--- config.mk ---
export PLATFORM = sky130hd
export DESIGN_NAME = seq_addsub_unit
export DESIGN_NICKNAME = d
export VERILOG_FILES = /design/src/rtl/seq_addsub_pkg.sv /design/src/rtl/rca_addsub.sv /design/src/rtl/seq_addsub_unit.sv
export SDC_FILE = /design/constraint.sdc
export NUM_CORES = 1
export LEC_CHECK = 0
export ABC_CLOCK_PERIOD_IN_PS = 7600
export BUFFER_PORTS_ARGS = -buffer_cell sky130_fd_sc_hd__buf_2
export CORE_MARGIN = 2
export CORE_UTILIZATION = 53
export DETAILED_ROUTE_END_ITERATION = 12
export PLACE_DENSITY = 0.76
export SLEW_MARGIN = 15
export SYNTH_ARGS = -nofsm -noshare
export SYNTH_HDL_FRONTEND = slang
export SYNTH_HIERARCHICAL = 1
export SYNTH_SLANG_ARGS = --single-unit
--- constraint.sdc ---
create_clock -name clk -period 7.6 [get_ports clk]
set_clock_uncertainty 0.15 [all_clocks]
set_input_delay 0.76 -clock clk [delete_from_list [all_inputs] [get_ports clk]]
set_output_delay 0.76 -clock clk [all_outputs]
set_load 0.02 [all_outputs]
--- src/rtl/seq_addsub_pkg.sv ---
// Shared types for the sequential add/subtract unit.
// Optional feature macro: SEQ_ADDSUB_OVF_EN (adds signed-overflow reporting).
package seq_addsub_pkg;

    localparam int unsigned OP_W = 2;

    typedef enum logic [OP_W-1:0] {
        OP_ADD = 2'b00,
        OP_SUB = 2'b01,
        OP_B2A = 2'b10,
        OP_ACC = 2'b11
    } op_e;

    typedef enum logic [1:0] {
        IDLE,
        PASS1,
        PASS2,
        DONE
    } state_e;

endpackage

--- src/rtl/rca_addsub.sv ---
// Combinational ripple-carry adder/subtractor built from a chain of full-adder cells.
// With SEQ_ADDSUB_OVF_EN defined, also reports two's-complement overflow on ovf_o.
module rca_addsub #(
    parameter int unsigned WIDTH = 16
) (
    input  logic [WIDTH-1:0] x,
    input  logic [WIDTH-1:0] y,
    input  logic             sub,
    output logic [WIDTH-1:0] sum,
    output logic             cout
`ifdef SEQ_ADDSUB_OVF_EN
    ,
    output logic             ovf_o
`endif
);

    logic [WIDTH-1:0] y_eff;
    logic [WIDTH:0]   carry;

    // Subtract as x + ~y + 1: invert y and seed the chain with a carry.
    assign y_eff    = y ^ {WIDTH{sub}};
    assign carry[0] = sub;

    for (genvar i = 0; i < WIDTH; i++) begin : g_full_adder
        assign sum[i]     = x[i] ^ y_eff[i] ^ carry[i];
        assign carry[i+1] = (x[i] & y_eff[i]) | (carry[i] & (x[i] ^ y_eff[i]));
    end

    assign cout = carry[WIDTH];

`ifdef SEQ_ADDSUB_OVF_EN
    assign ovf_o = carry[WIDTH] ^ carry[WIDTH-1];
`endif

endmodule

--- src/rtl/seq_addsub_unit.sv ---
// Multi-cycle add/sub unit with valid/ready handshakes, a running accumulator and one shared adder.
// Optional feature macro: SEQ_ADDSUB_OVF_EN (adds the ovf output and overflow tracking).
module seq_addsub_unit
    import seq_addsub_pkg::*;
#(
    parameter int unsigned WIDTH = 16
) (
    input  logic             clk,
    input  logic             rst_n,
    input  logic             in_valid,
    output logic             in_ready,
    input  logic [OP_W-1:0]  op,
    input  logic [WIDTH-1:0] a,
    input  logic [WIDTH-1:0] b,
    output logic             out_valid,
    input  logic             out_ready,
    output logic [WIDTH-1:0] s,
    output logic             c_out
`ifdef SEQ_ADDSUB_OVF_EN
    ,
    output logic             ovf
`endif
);

    state_e           state_q, state_d;
    op_e              op_q, op_d;
    logic [WIDTH-1:0] a_q, a_d;
    logic [WIDTH-1:0] b_q, b_d;
    logic [WIDTH-1:0] t_q, t_d;
    logic [WIDTH-1:0] acc_q, acc_d;
    logic [WIDTH-1:0] s_q, s_d;
    logic             c1_q, c1_d;
    logic             c_out_q, c_out_d;
    logic             in_ready_q, in_ready_d;
    logic             out_valid_q, out_valid_d;

    logic [WIDTH-1:0] rca_x, rca_y, rca_sum;
    logic             rca_sub, rca_cout;

`ifdef SEQ_ADDSUB_OVF_EN
    logic             ovf1_q, ovf1_d;
    logic             ovf_q, ovf_d;
    logic             rca_ovf;
`endif

    rca_addsub #(.WIDTH(WIDTH)) u_rca (
        .x    (rca_x),
        .y    (rca_y),
        .sub  (rca_sub),
        .sum  (rca_sum),
        .cout (rca_cout)
`ifdef SEQ_ADDSUB_OVF_EN
        ,
        .ovf_o(rca_ovf)
`endif
    );

    always_ff @(posedge clk or negedge rst_n) begin
        if (!rst_n) begin
            state_q     <= IDLE;
            op_q        <= OP_ADD;
            a_q         <= '0;
            b_q         <= '0;
            t_q         <= '0;
            acc_q       <= '0;
            s_q         <= '0;
            c1_q        <= 1'b0;
            c_out_q     <= 1'b0;
            in_ready_q  <= 1'b1;
            out_valid_q <= 1'b0;
        end else begin
            state_q     <= state_d;
            op_q        <= op_d;
            a_q         <= a_d;
            b_q         <= b_d;
            t_q         <= t_d;
            acc_q       <= acc_d;
            s_q         <= s_d;
            c1_q        <= c1_d;
            c_out_q     <= c_out_d;
            in_ready_q  <= in_ready_d;
            out_valid_q <= out_valid_d;
        end
    end

`ifdef SEQ_ADDSUB_OVF_EN
    always_ff @(posedge clk or negedge rst_n) begin
        if (!rst_n) begin
            ovf1_q <= 1'b0;
            ovf_q  <= 1'b0;
        end else begin
            ovf1_q <= ovf1_d;
            ovf_q  <= ovf_d;
        end
    end
`endif

    always_comb begin
        state_d = state_q;
        op_d    = op_q;
        a_d     = a_q;
        b_d     = b_q;
        t_d     = t_q;
        acc_d   = acc_q;
        s_d     = s_q;
        c1_d    = c1_q;
        c_out_d = c_out_q;
        rca_x   = a_q;
        rca_y   = b_q;
        rca_sub = 1'b0;
`ifdef SEQ_ADDSUB_OVF_EN
        ovf1_d  = ovf1_q;
        ovf_d   = ovf_q;
`endif

        case (state_q)
            IDLE: begin
                if (in_valid && in_ready_q) begin
                    op_d    = op_e'(op);
                    a_d     = a;
                    b_d     = b;
                    state_d = PASS1;
                end
            end
            PASS1: begin
                case (op_q)
                    OP_ADD: begin rca_x = a_q;   rca_y = b_q; rca_sub = 1'b0; end
                    OP_SUB: begin rca_x = a_q;   rca_y = b_q; rca_sub = 1'b1; end
                    OP_B2A: begin rca_x = b_q;   rca_y = a_q; rca_sub = 1'b1; end
                    OP_ACC: begin rca_x = acc_q; rca_y = a_q; rca_sub = 1'b0; end
                endcase
                // B2A parks b-a in t and finishes on the second pass.
                if (op_q == OP_B2A) begin
                    t_d     = rca_sum;
                    c1_d    = rca_cout;
`ifdef SEQ_ADDSUB_OVF_EN
                    ovf1_d  = rca_ovf;
`endif
                    state_d = PASS2;
                end else begin
                    s_d     = rca_sum;
                    c_out_d = rca_cout;
`ifdef SEQ_ADDSUB_OVF_EN
                    ovf_d   = rca_ovf;
`endif
                    if (op_q == OP_ACC) begin
                        acc_d = rca_sum;
                    end
                    state_d = DONE;
                end
            end
            PASS2: begin
                rca_x   = t_q;
                rca_y   = a_q;
                rca_sub = 1'b1;
                s_d     = rca_sum;
                c_out_d = c1_q & rca_cout;
`ifdef SEQ_ADDSUB_OVF_EN
                ovf_d   = ovf1_q | rca_ovf;
`endif
                state_d = DONE;
            end
            DONE: begin
                if (out_ready) begin
                    state_d = IDLE;
                end
            end
        endcase

        in_ready_d  = (state_d == IDLE);
        out_valid_d = (state_d == DONE);
    end

    assign in_ready  = in_ready_q;
    assign out_valid = out_valid_q;
    assign s         = s_q;
    assign c_out     = c_out_q;
`ifdef SEQ_ADDSUB_OVF_EN
    assign ovf       = ovf_q;
`endif

endmodule

# Yosys cells after proc, flatten, opt, wreduce, memory -nomap -nowiden
# Index checks and enable logic that the tools add are counted.
# op_classes
eq_ne	8
n_div	0
n_lt_le_gt_ge	0
addsub	0
mul	0
bitwise	83
reduce_logical	13
n_shift	0
mux	14
# ops
cell	count
$pmux W16 S2	4
$pmux W16 S3	1
$and A1 B1 Y1	33
$xor A1 B1 Y1	32
$mux W16	1
$or A1 B1 Y1	16
$xor A16 B16 Y16	1
$eq A2 B2 Y1 const B	5
$pmux W2 S4	1
$reduce_or A2 Y1	4
$logic_not A2 Y1	3
$pmux W1 S2	3
$reduce_and A2 Y1	3
$eq A2 B1 Y1 const B	2
$mux W2	2
$reduce_and A3 Y1	1
$mux W1	2
$ne A2 B2 Y1 const B	1
$reduce_bool A2 Y1	1
$logic_and A1 B1 Y1	1
$not A1 Y1	1
# word_totals
elab_cells	129
mem_bits_rw	0
mem_count	0
input_bits	38
rom_bits	0
out_inout_bits	19
latch_bits	0
regBits	88

# Logic depth before layout (Yosys ltp)
# depth
depth_word	40
depth_mapped	27

# Modules after synthesis
# The synthesis kept the hierarchy.
# by_module_without_submodules
mod	cells_per_inst	instances	seq_area_each_um2	area_per_inst_um2
seq_addsub_unit	312	1	2203.4	4244.1
rca_addsub	62	1	0.0	588.1

# Worst setup path after synthesis
# OpenSTA, ideal clock, no wires.
# synth_timing
path_type	flip-flop to flip-flop
start	register state_q[1]
end	register acc_q[15]
setup_ps	125
synth_period_minus_slack_ps	7804
t_required_ps	7325
arrival_ps	7529
path_slack_ps	-204
path_buffers	3
path_stages_with_launch	27
path_cell_list	dfrtp_1 -> inv_1 -> ha_1 -> buf_4 -> clkbuf_1 -> nand2b_1 -> a21oi_1 -> buf_6 -> xor2_1 -> fa_1 -> inv_1 -> fa_1 -> fa_1 -> fa_1 -> fa_1 -> fa_1 -> fa_1 -> fa_1 -> fa_1 -> fa_1 -> fa_1 -> fa_1 -> fa_1 -> fa_1 -> inv_1 -> fa_1 -> mux2_2
# synth_via
elab_chain_cells	35
# synth_rtl
element	line_no	source
start, declared	seq_addsub_unit.sv:25	state_e state_q, state_d;
start signal, assigned	seq_addsub_unit.sv:72	state_q <= state_d;
$eq A2 B2 Y1 / $eq A2 B1 Y1 (equally long branches)	seq_addsub_unit.sv:116	case (state_q)
$pmux W1 S2 *	seq_addsub_unit.sv:116	
via rca_sub	seq_addsub_unit.sv:38	logic rca_sub, rca_cout;
$xor A16 B16 Y16	rca_addsub.sv:21	assign y_eff = y ^ {WIDTH{sub}};
$xor A1 B1 Y1	rca_addsub.sv:26	assign carry[i+1] = (x[i] & y_eff[i]) | (carry[i] & (x[i] ^ y_eff[i]));
$and A1 B1 Y1	rca_addsub.sv:26	
$or A1 B1 Y1	rca_addsub.sv:26	
$and A1 B1 Y1	rca_addsub.sv:26	
(+21 left out)	--	
$and A1 B1 Y1	rca_addsub.sv:26	
$or A1 B1 Y1	rca_addsub.sv:26	
$and A1 B1 Y1	rca_addsub.sv:26	
$or A1 B1 Y1	rca_addsub.sv:26	
$and A1 B1 Y1	rca_addsub.sv:26	
$or A1 B1 Y1	rca_addsub.sv:26	
$xor A1 B1 Y1 *	rca_addsub.sv:25	assign sum[i] = x[i] ^ y_eff[i] ^ carry[i];
via rca_sum[15]	seq_addsub_unit.sv:37	logic [WIDTH-1:0] rca_x, rca_y, rca_sum;
end signal, assigned	seq_addsub_unit.sv:65	acc_q <= '0;
end signal, assigned	seq_addsub_unit.sv:77	acc_q <= acc_d;
end, declared	seq_addsub_unit.sv:30	logic [WIDTH-1:0] acc_q, acc_d;
# The timed path passes the listed nets; every way through them passes the cells marked *.
# A chain may end at the register's enable or synchronous reset.

# Worst setup path after layout
# layout_timing
start	register state_q[0]
end	register s_q[15], in the netlist s[15]
# layout_via
elab_chain_cells	37
# layout_rtl
element	line_no	source
$eq A2 B2 Y1 / $eq A2 B1 Y1 (equally long branches)	seq_addsub_unit.sv:116	
$pmux W16 S2 *	seq_addsub_unit.sv:116	
via rca_y[0]	seq_addsub_unit.sv:37	
$xor A16 B16 Y16 *	rca_addsub.sv:21	
$xor A1 B1 Y1	rca_addsub.sv:26	
$and A1 B1 Y1	rca_addsub.sv:26	
$or A1 B1 Y1 *	rca_addsub.sv:26	
$and A1 B1 Y1 *	rca_addsub.sv:26	
(+23 left out)	--	
$and A1 B1 Y1 *	rca_addsub.sv:26	
$or A1 B1 Y1 *	rca_addsub.sv:26	
$and A1 B1 Y1 *	rca_addsub.sv:26	
$or A1 B1 Y1 *	rca_addsub.sv:26	
$xor A1 B1 Y1 *	rca_addsub.sv:25	
via rca_sum[15]	seq_addsub_unit.sv:37	
$mux W16	seq_addsub_unit.sv:133	if (op_q == OP_B2A) begin
$pmux W16 S2 *	seq_addsub_unit.sv:116	
end signal, assigned	seq_addsub_unit.sv:66	s_q <= '0;
end signal, assigned	seq_addsub_unit.sv:78	s_q <= s_d;
end, declared	seq_addsub_unit.sv:31	logic [WIDTH-1:0] s_q, s_d;
# The timed path passes the listed nets; every way through them passes the cells marked *. The select of a mux whose other input is x is not followed.

==> results.yml <==
sta:
  rsz0062_at_grt: "false"
  fin_crit_sh_pct: 97.28
  fmax_ghz: 0.1353
  hold_viol: 0
  slew_viol_final: 0
  slew-limit-headroom_pct: 36.50
  tightestPinTransition_ps: 952.6
  setup_viol: 0
  min_period_ps: 7393
worst_setup_path:
  worstPathArrival_ps: 7490
  slowest_stage: "fa_1"
  cp-end-kind: "flop"
  required_ps: 7700
  critPathMostFrequentCell: "fa_2"
  worst-path-buf-inv: 3
  start_kind: "flop"
  critPathMaxStageDelay_ps: 430
  critical_path_class: "flop to flop"
  crit_path_cell_trace: "buf_4 > ha_4 > o21ai_1 > a21oi_2 > a22o_1 > mux2_2 > fa_1 > inv_1 > fa_1 > fa_2 > fa_1 > fa_2 > fa_2 > fa_1 > fa_1 > fa_2 > fa_2 > fa_2 > fa_2 > fa_2 > fa_1 > inv_1 > fa_1 > mux2_2"
  critPathTopFamily: "adder cells"
  critPathMaxFanout: 4
floorplan:
  core_area_um2: 8763
  row_count: 34
  start_util_pct: 55.14
  die_x_um: 99.49
  die_h_um: 99.49
  io_pins: 57
  dieArea_um2: 9897
grt:
  grtUsageTotal_pct: 22.02
  grt_max_degree: 89
  globalRouteOverflowTotal: 0
  grt_pass1_wl_um: 17220
  grt_pass1_vias: 3334
  antenna_found_initial: 0
cells_and_area:
  diodes: 0
  nFillCells: 681
  fin_cells: 564
  layout_common_cells: "dfrtp_1 (85), mux2_2 (75), buf_2 (55)"
  multi_input_area_um2: 2424
  fin_nets: 512
  regArea_um2: 2206
  areaGrowthSynthToFinish_pct: 17.35
  final_common_cell: "dfrtp_1"
  drive_gt1_share_pct: 48.25
cts:
  clock_latency_ps: 360
  cts_buffers: 9
  cts.sinks: 88
  cts_root_buf: "clkbuf_8"
  clk_path_buf_depth: 2
  cts_tree: "yes"
  h-tree-depth: 3
  postCtsHoldBufs: 0
  clk_pin_slew_worst_paths_ps: 90
route:
  dr.pass1.iters: 4
  drt_iter0_drc: 187
  drc: 0
  viasPerCell: 5.846
  antenna_left: 0
  wl_um: 10190
  wl_per_cell_um: 18.07
  vias: 3297
placement:
  dpl.hpwl_um: 7363
  port_buffers: 56
  place_inst: 543
  gp_congestion: 0.9106
flow_run:
  maxCapViolations: 0
synthesis:
  netlist_area_um2: 4832
  syn-num-nets: 435
  synth-seq-cells: 88
  synthArstFlopShare_pct: 100.0
  ys_seq_area_share_pct: 45.60
  synth-main-ff-cell: "dfrtp_1"
  synthDistinctLibCells: 40
  yosys_warnings: 6
  synthesis.instances: 374
  synth_edf_count: 0
  syn_avg_cell_area_um2: 12.92
outcome:
  outcome: "completed"
hold_path:
  hold_path_class: "input pin to async pin"
[flip-flops by register name (all words and copies together), names as in the netlist]
| register | flops |
|---|---|
| a_q | 16 |
| s | 16 |
| b_q | 16 |
| op_q | 2 |
| in_ready | 1 |
| out_valid | 1 |
| c_out | 1 |
| state_q | 2 |
| c1_q | 1 |
| acc_q | 16 |
| t_q | 16 |
[cell usage after synthesis (all sizes together) (2+ instances only)]
cell type,number,share of area (%)
a22o,19,3.4
nor2,16,1.3
a21oi,2,0.28
a22oi,2,0.31
mux2,84,20
buf,19,2.9
dfrtp,87,45
inv,34,2.6
nand2b,3,0.39
xor2,3,0.54
a32o,14,2.9
o21ai,2,0.21
fa,15,6.2
o2bb2ai,2,0.36
a32oi,14,2.5
xnor2,13,2.4
a221o,14,2.9
ha,8,2.1
clkbuf,8,0.62
nand2,4,0.36
[worst reg2reg max path, stage by stage (launching register included)]
cell     delay, ps
dfrtp_1        400
buf_4          150
ha_4           170
o21ai_1         90
a21oi_2         90
a22o_1         260
mux2_2         240
fa_1           170
inv_1           50
fa_1           380
fa_2           350
fa_1           390
fa_2           350
fa_2           350
fa_1           390
fa_1           400
fa_2           360
fa_2           370
fa_2           350
fa_2           340
fa_2           350
fa_1           360
inv_1           70
fa_1           430
mux2_2         270
[cells by family after synthesis]
group / Yosys count / synth area share, %
DFF: 88 / 45.60
muxes: 85 / 20.48
AOI/OAI and AO/OA: 75 / 14.01
buffers and inverters: 61 / 6.189
and+or+nand+nor: 26 / 2.538
adders and majority gates: 23 / 8.286
xor gates and xnor gates: 16 / 2.900
[routing by layer]
layer	GRT usage [%]	wire length (um)	up-vias	part of all wire [%]
met5	0	0	-	0
li1	-	-	1509	-
met3	4.357	651	11	6.4
met1	33.49	4928	1657	48
met2	31.86	4473	120	44
met4	7.271	139	0	1.4
[worst paths after layout]
check / start / to / slack (ps) / depth (start not counted)
setup / recovery: state_q[0] / s[15] / 210 / 24
hold / removal: rst_n / out_valid / 300 / 1
setup reg to reg: state_q[0] / s[15] / 210 / 24
hold reg to reg: s[4] / s[4] / 350 / 1
max in group asynchronous: rst_n / op_q[0] / 6460 / 1
min in group clk: s[4] / s[4] / 350 / 1
[layout make-up]
class	instances	share of cell area, %
clock inverter	7	1.589
clock buffer	9	2.184
inverter	34	2.251
multi-input combinational	225	42.74
tap	108	2.383
sequential	88	38.90
timing repair buffer	93	9.951
[what timing repair did]
| action | in CTS | in global routing |
|---|---|---|
| buffers inserted | 4 | 1 |
| setup endpoints to repair | 3 | 4 |
| pin swaps | 4 | 2 |
| endpoints found under the hold margin | 0 | 0 |
| resized for setup | 9 | 9 |
[stage by stage]
step / setup TNS, ps / area, um2 / setup slack, ps / hold WS [ps] / util (%)
after floorplan: 0 / 4876 / 1.824 / 314.4 / -
after global placement: -179.5 / 5350 / -60.41 / 335.9 / 61.05
after detailed placement: -551.8 / 5350 / -184.9 / 338.8 / 61.05
after CTS: 0 / 5629 / 39.34 / 360.2 / 64.23
after global routing: 0 / 5670 / 31.52 / 361.9 / 64.71
final: 0 / 5670 / 206.8 / 302.3 / 64.71
Power is not shown: default switching activity piles up to over one toggle a cycle in this logic, so the estimate is an artifact.
